## config.mk

```make
export PLATFORM = sky130hd
export DESIGN_NAME = lc3_writeback_rf_flat
export DESIGN_NICKNAME = d
export VERILOG_FILES = /design/src/rtl/lc3_writeback_rf_if.sv /design/src/rtl/lc3_writeback_rf.sv /design/src/flat_wrapper.sv
export SDC_FILE = /design/constraint.sdc
export NUM_CORES = 1
export LEC_CHECK = 0
export BUFFER_PORTS_ARGS = -buffer_cell sky130_fd_sc_hd__buf_4
export CORE_UTILIZATION = 40
export DETAILED_ROUTE_END_ITERATION = 16
export HOLD_SLACK_MARGIN = 0.02
export PLACE_DENSITY = 0.67
export SLEW_MARGIN = 20
export SYNTH_ARGS = -nofsm -noshare
export SYNTH_HDL_FRONTEND = slang
export SYNTH_SLANG_ARGS = --single-unit
export TNS_END_PERCENT = 30
```

## constraint.sdc

```tcl
create_clock -name clock -period 3.6 [get_ports clock]
set_input_delay 0.36 -clock clock [delete_from_list [all_inputs] [get_ports clock]]
set_output_delay 0.36 -clock clock [all_outputs]
set_load 0.05 [all_outputs]
```

## src/rtl/lc3_writeback_rf_if.sv

```systemverilog
// rtl/lc3_writeback_rf_if.sv - writeback/register-file bus between pipeline stages and the RF
interface lc3_writeback_rf_if #(
    parameter int DATA_W = 16,
    parameter int ADDR_W = 3
);
    // write side, driven by memaccess/execute
    logic              enable_writeback;
    logic [1:0]        W_control_in;
    logic [DATA_W-1:0] aluout;
    logic [DATA_W-1:0] memout;
    logic [DATA_W-1:0] pcout;
    logic [DATA_W-1:0] npc;
    logic [ADDR_W-1:0] dr;

    // read side, driven by decode/execute
    logic [ADDR_W-1:0] sr1;
    logic [ADDR_W-1:0] sr2;

    // results returned by the register file
    logic [DATA_W-1:0] VSR1;
    logic [DATA_W-1:0] VSR2;
    logic [2:0]        psr;
    logic              wb_ready;

    modport master (
        output enable_writeback, W_control_in, aluout, memout, pcout, npc, dr, sr1, sr2,
        input  VSR1, VSR2, psr, wb_ready
    );

    modport slave (
        input  enable_writeback, W_control_in, aluout, memout, pcout, npc, dr, sr1, sr2,
        output VSR1, VSR2, psr, wb_ready
    );
endinterface

```

## src/rtl/lc3_writeback_rf.sv

```systemverilog
// rtl/lc3_writeback_rf.sv - LC3 writeback stage: source select, register file, N/Z/P codes, clear sweep
module lc3_writeback_rf #(
    parameter int DATA_W    = 16,
    parameter int REG_COUNT = 8,
    parameter int BYPASS    = 0
) (
    input  logic              clock,
    input  logic              reset,
    lc3_writeback_rf_if.slave wb
);
    // Register index width follows the register count; never overridden.
    localparam int ADDR_W = (REG_COUNT > 1) ? $clog2(REG_COUNT) : 1;

    // One extra bit so the range check also works when REG_COUNT is a power of two.
    localparam logic [ADDR_W:0]   LP_COUNT = (ADDR_W + 1)'(REG_COUNT);
    localparam logic [ADDR_W-1:0] LP_LAST  = ADDR_W'(REG_COUNT - 1);

    // Two-state controller: INIT sweeps zeros through the array, RUN accepts writes.
    localparam logic [0:0] ST_INIT = 1'b0;
    localparam logic [0:0] ST_RUN  = 1'b1;

    localparam logic [2:0] CC_NEG  = 3'b100;
    localparam logic [2:0] CC_ZERO = 3'b010;
    localparam logic [2:0] CC_POS  = 3'b001;

    logic [0:0]        r_state;
    logic [ADDR_W-1:0] r_clr_idx;
    logic [2:0]        r_psr;

    // The array has no reset of its own; the INIT sweep is what clears it.
    logic [DATA_W-1:0] r_regs [REG_COUNT];

    logic              w_in_run;
    logic              w_dr_ok;
    logic              w_sr1_ok;
    logic              w_sr2_ok;
    logic              w_wr_en;
    logic [DATA_W-1:0] w_wb_data;
    logic [2:0]        w_cc;
    logic [DATA_W-1:0] w_vsr1;
    logic [DATA_W-1:0] w_vsr2;

    assign w_in_run = (r_state == ST_RUN);

    // Index checks matter only for non-power-of-two counts, where some codes name no register.
    assign w_dr_ok  = ({1'b0, wb.dr}  < LP_COUNT);
    assign w_sr1_ok = ({1'b0, wb.sr1} < LP_COUNT);
    assign w_sr2_ok = ({1'b0, wb.sr2} < LP_COUNT);

    // A write is taken only in RUN; requests seen during INIT are dropped, not held.
    assign w_wr_en = w_in_run && wb.enable_writeback && w_dr_ok;

    // Writeback source select; only the chosen input can reach the result.
    always_comb begin
        w_wb_data = '0;
        case (wb.W_control_in)
            2'd0:    w_wb_data = wb.aluout;
            2'd1:    w_wb_data = wb.memout;
            2'd2:    w_wb_data = wb.pcout;
            default: w_wb_data = wb.npc;
        endcase
    end

    // Condition codes derived from the value being written.
    always_comb begin
        w_cc = CC_POS;
        if (w_wb_data[DATA_W-1]) begin
            w_cc = CC_NEG;
        end else if (w_wb_data == '0) begin
            w_cc = CC_ZERO;
        end
    end

    // Controller state, clear index and psr; reset restarts the sweep from entry 0.
    always_ff @(posedge clock or negedge reset) begin
        if (!reset) begin
            r_state   <= ST_INIT;
            r_clr_idx <= '0;
            r_psr     <= 3'b000;
        end else begin
            case (r_state)
                ST_INIT: begin
                    // Leave INIT on the same edge that clears the last entry.
                    if (r_clr_idx == LP_LAST) begin
                        r_state <= ST_RUN;
                    end else begin
                        r_clr_idx <= r_clr_idx + 1'b1;
                    end
                end
                default: begin
                    if (w_wr_en) begin
                        r_psr <= w_cc;
                    end
                end
            endcase
        end
    end

    // Register array update: zero fill during INIT, selected source during RUN.
    always_ff @(posedge clock) begin
        if (r_state == ST_INIT) begin
            r_regs[r_clr_idx] <= '0;
        end else if (w_wr_en) begin
            r_regs[wb.dr] <= w_wb_data;
        end
    end

    // Read port 1: zero while clearing, optional same-cycle bypass, else stored value.
    always_comb begin
        w_vsr1 = '0;
        if (!w_in_run) begin
            w_vsr1 = '0;
        end else if ((BYPASS != 0) && w_wr_en && (wb.sr1 == wb.dr)) begin
            w_vsr1 = w_wb_data;
        end else if (w_sr1_ok) begin
            w_vsr1 = r_regs[wb.sr1];
        end
    end

    // Read port 2: same rules as port 1, bypass decided independently.
    always_comb begin
        w_vsr2 = '0;
        if (!w_in_run) begin
            w_vsr2 = '0;
        end else if ((BYPASS != 0) && w_wr_en && (wb.sr2 == wb.dr)) begin
            w_vsr2 = w_wb_data;
        end else if (w_sr2_ok) begin
            w_vsr2 = r_regs[wb.sr2];
        end
    end

    assign wb.VSR1     = w_vsr1;
    assign wb.VSR2     = w_vsr2;
    assign wb.psr      = r_psr;
    assign wb.wb_ready = w_in_run;
endmodule

```

## src/flat_wrapper.sv

```systemverilog
// flat-port wrapper written by rule: the top's interface ports become plain ports
module lc3_writeback_rf_flat 
#(
    parameter int DATA_W    = 16,
    parameter int REG_COUNT = 8,
    parameter int BYPASS    = 0
)
  (clock, reset, wb_enable_writeback, wb_W_control_in, wb_aluout, wb_memout, wb_pcout, wb_npc, wb_dr, wb_sr1, wb_sr2, wb_VSR1, wb_VSR2, wb_psr, wb_wb_ready);
  lc3_writeback_rf_if #(.DATA_W(DATA_W), .ADDR_W(3)) wb_i ();
  input  logic clock;
  input  logic reset;
  input wire logic [$bits(wb_i.enable_writeback)-1:0] wb_enable_writeback;
  input wire logic [$bits(wb_i.W_control_in)-1:0] wb_W_control_in;
  input wire logic [$bits(wb_i.aluout)-1:0] wb_aluout;
  input wire logic [$bits(wb_i.memout)-1:0] wb_memout;
  input wire logic [$bits(wb_i.pcout)-1:0] wb_pcout;
  input wire logic [$bits(wb_i.npc)-1:0] wb_npc;
  input wire logic [$bits(wb_i.dr)-1:0] wb_dr;
  input wire logic [$bits(wb_i.sr1)-1:0] wb_sr1;
  input wire logic [$bits(wb_i.sr2)-1:0] wb_sr2;
  output wire logic [$bits(wb_i.VSR1)-1:0] wb_VSR1;
  output wire logic [$bits(wb_i.VSR2)-1:0] wb_VSR2;
  output wire logic [$bits(wb_i.psr)-1:0] wb_psr;
  output wire logic [$bits(wb_i.wb_ready)-1:0] wb_wb_ready;
  assign wb_i.enable_writeback = wb_enable_writeback;
  assign wb_i.W_control_in = wb_W_control_in;
  assign wb_i.aluout = wb_aluout;
  assign wb_i.memout = wb_memout;
  assign wb_i.pcout = wb_pcout;
  assign wb_i.npc = wb_npc;
  assign wb_i.dr = wb_dr;
  assign wb_i.sr1 = wb_sr1;
  assign wb_i.sr2 = wb_sr2;
  assign wb_VSR1 = wb_i.VSR1;
  assign wb_VSR2 = wb_i.VSR2;
  assign wb_psr = wb_i.psr;
  assign wb_wb_ready = wb_i.wb_ready;
  lc3_writeback_rf #(.DATA_W(DATA_W), .REG_COUNT(REG_COUNT), .BYPASS(BYPASS)) u_core (.clock(clock), .reset(reset), .wb(wb_i));
endmodule
```

* Word-level counts from Yosys, hierarchy flattened
Memory sizes are Yosys's and may differ from the RTL's.
Index checks and enable logic that the tools add are counted.
** Storage, ports and cells
- Memories kept :: 1
- Word-level logic and storage cells :: 30
- Input bits :: 78
- Register bits :: 7
- Memory bits (writable) :: 128
- Output and inout bits :: 36
** Cells by class
- Eq/ne operators :: 3
- Muxes and demuxes :: 14
- Reduce and logical (&&, ||, !) cells :: 6
- Bitwise logic cells :: 2
- Add/sub/neg operators :: 1
** Memories
- u_core.r_regs :: words 8, width 16, read ports 2, clocked after Yosys merged registers in 0, write ports 1, line lc3_writeback_rf.sv:31 : logic [DATA_W-1:0] r_regs [REG_COUNT];
** Operator list (count)
- 16-bit two-way mux :: 3
- 16-bit case mux with 3 select lines :: 1
- 16-bit logical NOT :: 1
- 16-bit OR reduction :: 1
- 1-bit two-way mux :: 7
- 3-bit two-way mux :: 2
- 2-bit AND reduction :: 2
- 3-bit by 1-bit adder with 3-bit output, second input constant :: 1
- 3-bit == test, second input constant :: 1
- 2-bit by 1-bit == test with 1-bit output, second input constant :: 1
- 2-bit == test, second input constant :: 1
- 2-bit logical NOT :: 1
- 2-bit two-way mux :: 1
- 1-bit NOT :: 2
- 1-bit logical AND :: 1

* Longest topological paths before layout
Gate-level depths: netlist of run 1.
- Depth after elaboration :: 6
- Gate-level depth with buffers :: 6
- Depth with buffers taken out :: 4

* Least setup slack after synthesis of run 1
No wires, ideal clock.
- Path type :: reg2reg
- From :: register u_core.r_state, in the netlist u_core.wb.wb_ready
- To :: memory u_core.r_regs[1][0] (enable)
- Setup slack :: 1235 ps
- Data required time :: 3212 ps
- Arrival time :: 1977 ps
- Cell stages (with the launch flop) :: 4
- Clock period less this slack :: 2365 ps
- Setup time :: 388 ps
- Path buffers :: 0
- Path through :: dfrtp_1 > nand2_2 > mux2_1 > nor2_1
** On the way
- Cells in the longest elaborated chain, start to end :: 6
- Elaborated cells on any way between the ends :: 8
- Those cells by class :: 6 x mux; 2 x reduce/logical
** RTL lines
- start, declared :: line lc3_writeback_rf.sv:26 : logic [0:0] r_state;
- start signal, assigned :: line lc3_writeback_rf.sv:77 : r_state <= ST_INIT;
- start signal, assigned :: line lc3_writeback_rf.sv:85 : r_state <= ST_RUN;
- 1-bit logical AND :: line lc3_writeback_rf.sv:51 : assign w_wr_en = w_in_run && wb.enable_writeback && w_dr_ok;
- 1-bit two-way mux :: line lc3_writeback_rf.sv:103 : end else if (w_wr_en) begin
- 1-bit two-way mux :: line lc3_writeback_rf.sv:101 : if (r_state == ST_INIT) begin
- 1-bit two-way mux (not written as such) :: line lc3_writeback_rf.sv:104 : r_regs[wb.dr] <= w_wb_data;
- 16-bit OR reduction (no source line)
- 3-bit two-way mux (no source line) / 1-bit two-way mux (equally long branches)
- end, declared :: line lc3_writeback_rf.sv:31
Parallel ways exist; a longest one is shown, timed or not.

* Final worst setup path of run 1
- From :: input port wb_sr1[0]
- To :: output port wb_VSR1[12]
** On the way
- Cells in the longest elaborated chain, start to end :: 2
** RTL lines
- start, declared :: line flat_wrapper.sv:19 : input wire logic [$bits(wb_i.sr1)-1:0] wb_sr1;
- memory read 8 x 16 bit
- 16-bit two-way mux :: line lc3_writeback_rf.sv:111 : if (!w_in_run) begin
- end, declared :: line flat_wrapper.sv:21 : output wire logic [$bits(wb_i.VSR1)-1:0] wb_VSR1;
No other way between the ends.

==> out/metrics.cfg, run 1 <==
[run]
max_cap_violations=0

[logic_synthesis]
yosysMostFrequentCell=edfxtp_1
synth_top_cell_by_area=edfxtp_1
synth_fp_nets=446
synthTopCellsByCount=128 x edfxtp_1, 70 x mux4_2, 48 x nor2b_1
syn_inst=366
syn_area_um2=6920
synth_cell_type_count=31
ys_async_sr_fraction_pct=5.19
ys_seq_elements=135
synth_area_leaders=edfxtp_1 56%, mux4_2 23%, mux2i_1 4.9%, nor2b_1 4.3%, mux4_1 3.8%
ys_seq_area_share_pct=58.1
synth_ff_type=edfxtp_1
synth_edf_count=128
synth_top_area_share_pct=55.6
syn_avg_cell_area_um2=18.9
yosysWarnings=0

[pwr]
p_sw_uw=869
power_density_nw_per_um2=452
seq_power_share_pct=45.9
clkPwrFrac_pct=40.8
p_leak_nw=3.20
swShare_pct=22.6
p_int_mw=2.98
ir_worst_vdd_uv=367
combPwrFrac_pct=13.3

[sta]
min_period_ns=2.35
slew_violations=0
rsz0062_at_grt=no
final.period_utilization_pct=65.3
finClkSkew_ns=0.00909
fin_tns_setup_ns=0
slew-limit-headroom_pct=55.1
setup_violations=0
finalHoldViolCount=0
tightestPinTransition_ns=0.673
max_freq_ghz=0.426

[status]
outcome=completed

[placement]
place_congestion=0.747
port_buffers=113
placedCellCount=680

[global_routing]
grt_pass1_vias=4359
antenna_found_initial=0
overflow=0
grt_start_max_net_pins=43
grt_usage_pct=18.6
grt_pass1_wl_um=24200

[clock_network]
cts_tree=yes
postCtsResizedCells=0
clockBufferDepth=2
clock_latency_ns=0.40
cts_buffers=17
path_clk_slew_ns=0.05
htreeDepth=4
cts.sinks=135
clock-root-buffer=clkbuf_16

[min_path]
hp-class=in -> async

[setup_path]
path_class=in -> out
end_kind=primary output
cp-start-kind=primary input
arrival_ns=1.99
path_cells=buf_4 -> mux4_2 -> mux2i_1 -> nor2b_1 -> buf_4
required_ns=3.24
crit_top_cell=buf_4
cp_max_fo=32
slowest_delay_ns=0.59
crit_path_top_delay_cell=mux4_2

[final_layout]
nets=560
n_antenna_cell=0
finalNonFillerCells=713
final_util_pct=50.8
area_growth_syn_to_layout_pct=23.1
drive_above_1_share_pct=45.0

[floorplan]
core_region_area_um2=16800
initial_utilization_pct=41.3
die_h_um=133
dieArea_um2=17800
io_pins=114
die_w_um=133
placementRows=47

[detailed_routing]
vias_per_cell=5.52
drt_iter0_drc=260
dr.pass1.iters=5
route.final.wire_length_um=15500
route.detailed.drc=0
vias=3933
routedWlPerCell_um=21.8
antenna_left=0

==> cell type report <==
class / count / area (um^2)
clock inverter: 4 / 47.5
inverter: 1 / 3.75
multi-input combinational: 202 / 2750
clock buffer: 28 / 497
tap: 220 / 275
sequential: 135 / 4020
fill: 1391 / 8250
timing repair buffer: 123 / 926
==> worst max-delay path: cells and delay by family <==
kind / cells / cell delay [ns]
muxes: 2 / 0.81
buffers and inverters: 2 / 0.69
and+or+nand+nor: 1 / 0.07
==> routing by layer <==
layer | wire, um | GRT usage [%] | vias to the layer above
li1 | - | - | 1763
met1 | 5960 | 22.9 | 1957
met2 | 8060 | 32.8 | 201
met3 | 1350 | 4.22 | 12
met4 | 184 | 5.81 | 0
met5 | 0 | 0 | -
==> kinds of logic after synthesis <==
group / Yosys count / synth area share [%]
flip-flops: 135 / 58.1
multiplexers: 118 / 32.2
AND/OR/NAND/NOR: 74 / 6.28
buffers and inverters: 29 / 2.19
AO/OA/AOI/OAI: 7 / 0.760
adder cells (fa/ha/maj): 2 / 0.362
XOR/XNOR: 1 / 0.127
==> timing repair <==
item,4_1_cts,5_1_grt
hold buffers,1,0
setup buffers,0,0
endpoints found under the hold margin,7,0
==> registers in the layout (all words and copies together), names as in the netlist <==
register            cells
u_core.r_clr_idx        3
u_core.r_regs         128
u_core.wb.wb_ready      1
u_core.wb.psr           3
==> per-stage QoR <==
step                setup WS [ns]  hold WS [ns]  cell area [um^2]  power [mW]
floorplan                    1.24        0.0644              6920        2.14
global placement             1.24         0.181              7960        2.31
detailed placement           1.21         0.182              7960        2.32
CTS                          1.17         0.282              8510        3.89
global route                 1.14         0.299              8510        3.97
finish                       1.25         0.302              8510        3.85
==> power by group through the flow <==
| stage | Sequential [mW] | Combinational (mW) | Clock [mW] |
|---|---|---|---|
| final | 1.77 | 0.514 | 1.57 |
| after global routing | 1.77 | 0.548 | 1.66 |
| after CTS | 1.77 | 0.525 | 1.60 |
| after detailed placement | 1.80 | 0.523 | 0 |
| after global placement | 1.80 | 0.514 | 0 |
| after floorplan | 1.80 | 0.336 | 0 |
==> worst paths after layout <==
| kind | startpoint | to | slack, ns | cells after the start |
|---|---|---|---|---|
| min in group clock | wb_aluout[15] | u_core.wb.psr[1]$_DFFE_PN0P_ | 0.43 | 3 |
| setup reg to reg | u_core.wb.wb_ready$_DFF_PN0_ | u_core.r_regs[0][8]$_DFFE_PP_ | 1.69 | 4 |
| hold / removal | reset | u_core.wb.wb_ready$_DFF_PN0_ | 0.30 | 2 |
| hold reg to reg | u_core.wb.psr[2]$_DFFE_PN0P_ | u_core.wb.psr[2]$_DFFE_PN0P_ | 0.48 | 1 |
| max in group asynchronous | reset | u_core.wb.psr[0]$_DFFE_PN0P_ | 3.17 | 2 |
| setup / recovery | wb_sr1[0] | wb_VSR1[12] | 1.25 | 5 |
==> layout by cell type, fill, tap and decap left out, drive strengths merged <==
cell type,count
edfxtp,128
buf,122
mux4,80
nor2b,48
mux2i,34
clkbuf,28
nor2,12
dfrtp,7
nand2,5
mux2,4
nor4,4
a21oi,3
nor3b,2
ha,2
clkinv,2
o22a,1
nor3,1
and4b,1
inv,1
nand4,1
a22o,1
xor2,1
o31ai,1
a21o,1
clkinvlp,1
bufinv,1
dlygate4sd3,1
(Power assumes the default switching activity.)
==> run 2, diff against run 1 <==
Settings changed: ABC_AREA set to 1, PLACE_DENSITY 0.67 to 0.69.
Clock period 3.6 ns to 2.15 ns, I/O delays scaled along.
==> run 2 against run 1 <==
Clock skew down 0.0021 ns. Critical path depth is the same. Largest cell class unchanged. Worst hold slack worse by 0.15 ns. Die area rose by 3.0%. Global-route usage grew 3.5 points. Register-to-register slack worse by 1.5 ns. Largest power group is now clock. Total power is 87% higher. Routed wire length up 26%.
==> out/metrics.cfg, run 2 <==
[status]
outcome=completed

[floorplan]
die_w_um=135
dieArea_um2=18400
die_h_um=135
initial_utilization_pct=41.1
io_pins=114
placementRows=48
core_region_area_um2=17400

[logic_synthesis]
syn_inst=780
synthTopCellsByCount=158 x o21ai_0, 128 x edfxtp_1, 80 x nand2_1
synth_area_leaders=edfxtp_1 54%, o21ai_0 11%, a21oi_1 4.5%, nand2_1 4.2%, inv_1 4.1%
synth_edf_count=128
yosysMostFrequentCell=o21ai_0
ys_seq_area_share_pct=56.4
synth_ff_type=edfxtp_1
synth_fp_nets=860
ys_seq_elements=135
synth_top_cell_by_area=edfxtp_1
synth_cell_type_count=24
syn_avg_cell_area_um2=9.14
syn_area_um2=7130
ys_async_sr_fraction_pct=5.19
synth_top_area_share_pct=53.9
yosysWarnings=0

[final_layout]
nets=982
n_antenna_cell=0
area_growth_syn_to_layout_pct=28.0
drive_above_1_share_pct=22.6
regMostFlops=u_core.r_regs
largest_reg_flops=128
final_cell_mix=158 x o21ai_0, 153 x buf_4, 128 x edfxtp_1, 80 x nand2_1, 77 x inv_1
final_util_pct=52.6
postLayoutCellArea_um2=9130
mostFrequentLayoutCell=o21ai_0

[detailed_routing]
vias=6297
dr.pass1.iters=6
dr_wl_met3_um=1170
route.final.wire_length_um=19600
antenna_left=0
vias_per_cell=5.52
routedWlPerCell_um=17.2
drt_iter0_drc=712
drt-met1-wl_um=8060
met2WireLength_um=10100
topRoutingLayerUsed=met4
route.detailed.drc=0

[placement]
dpl_worst_slack_ns=0.0169
postPlaceCellArea_um2=8460
dp_hpwl_um=12800
place_congestion=0.832
port_buffers=113

[setup_path]
r2r_end=u_core.r_regs[3][1]$_DFFE_PP_
cp_max_fo=34
arrival_ns=1.79
path_class=reg -> out
required_ns=1.93
reg2reg_from=u_core.wb.wb_ready$_DFF_PN0_
r2r_cells=10
cp-start-kind=register
end_kind=primary output
startpoint=u_core.wb.wb_ready$_DFF_PN0_
rrSetupSlack_ns=0.21

[sta]
setup_violations=0
slew_violations=0
min_period_ns=2.00
slew-limit-headroom_pct=58.6
max_freq_ghz=0.500
final.period_utilization_pct=93.0
finClkSkew_ns=0.00700
rsz0062_at_grt=no
setup_slack_ns=0.150
finalHoldViolCount=0
tightestPinTransition_ns=0.619

[clock_network]
post_cts_buffers=0
htreeDepth=4
cts_buffers=17
clock_latency_ns=0.41
cts_tree=yes
clock-root-buffer=clkbuf_16
cts.sinks=135
path_clk_slew_ns=0.06
clockBufferDepth=2

[pwr]
power_density_nw_per_um2=789
p_leak_nw=3.58
ir_worst_vdd_uv=465

[global_routing]
grt_usage_pct=22.1
antenna_found_initial=0
overflow=0
grt_pass1_wl_um=31100
grt_start_max_net_pins=70
grt_pass1_vias=6129

[min_path]
hp-class=in -> async

[run]
max_cap_violations=0

==> run 2: layer usage <==
metal,vias up,global-route usage [%]
li1,3030,-
met1,2973,27.7
met2,268,38.5
met3,26,3.48
met4,0,7.93
met5,-,0
==> run 2: cell type report <==
cell class,count,area [um^2]
multi-input cells,506,2560
clock inverters,13,204
fillers,1523,8230
flip-flops and latches,135,4020
repair buffers,163,1330
well taps,225,282
inverters,79,299
clock buffers,19,433
==> run 2: metrics by stage <==
stage	hold slack, ns	TNS [ns]	total power, mW	instances
after floorplan	-0.0806	-15.94	3.69	780
after global placement	0.0343	0	4.11	1107
after detailed placement	0.0346	0	4.12	1107
after CTS	0.133	0	7.24	1140
after global routing	0.153	0	7.42	1140
final	0.149	0	7.20	1140
==> run 2: critical path, stage by stage, from the launching register on <==
cell and delay, ns:
dfrtp_1 0.34, buf_4 0.11, buf_6 0.24, o21ai_0 0.17
a31oi_1 0.24, buf_4 0.25
==> run 2: cells by family (layout without fill, tap and decap cells) <==
family / after synthesis / count (layout) / synth area share, %
AO/OA/AOI/OAI: 293 / 293 / 22.3
AND/OR/NAND/NOR: 210 / 210 / 12.7
buffers and inverters: 139 / 274 / 8.21
flip-flops: 135 / 135 / 56.4
adder cells (fa/ha/maj): 2 / 2 / 0.351
XOR/XNOR: 1 / 1 / 0.123
==> run 2: repair_timing <==
action | 4_1_cts | 5_1_grt
pin swaps | 0 | 0
hold buffers | 1 | 0
resized for setup | 2 | 2
setup endpoints to repair | 29 | 20
hold endpoints to repair | 7 | 0
==> run 2: power breakdown <==
group	internal, mW	switching, mW	leakage [nW]
logic	0.385	0.726	1.87
clock network	2.05	1.07	0.302
registers	2.95	0.0191	1.40
==> run 2: how the worst max path moves through the flow <==
stage	endpoint	slack, ns
2_1_floorplan	u_core.r_regs[0][0]$_DFFE_PP_	-0.14
5_1_grt	wb_VSR2[7]	0.04
6_report	wb_VSR2[7]	0.15
4_1_cts	wb_VSR2[7]	0.05
3_3_place_gp	u_core.r_regs[5][6]$_DFFE_PP_	0.03
3_5_place_dp	u_core.r_regs[5][6]$_DFFE_PP_	0.02
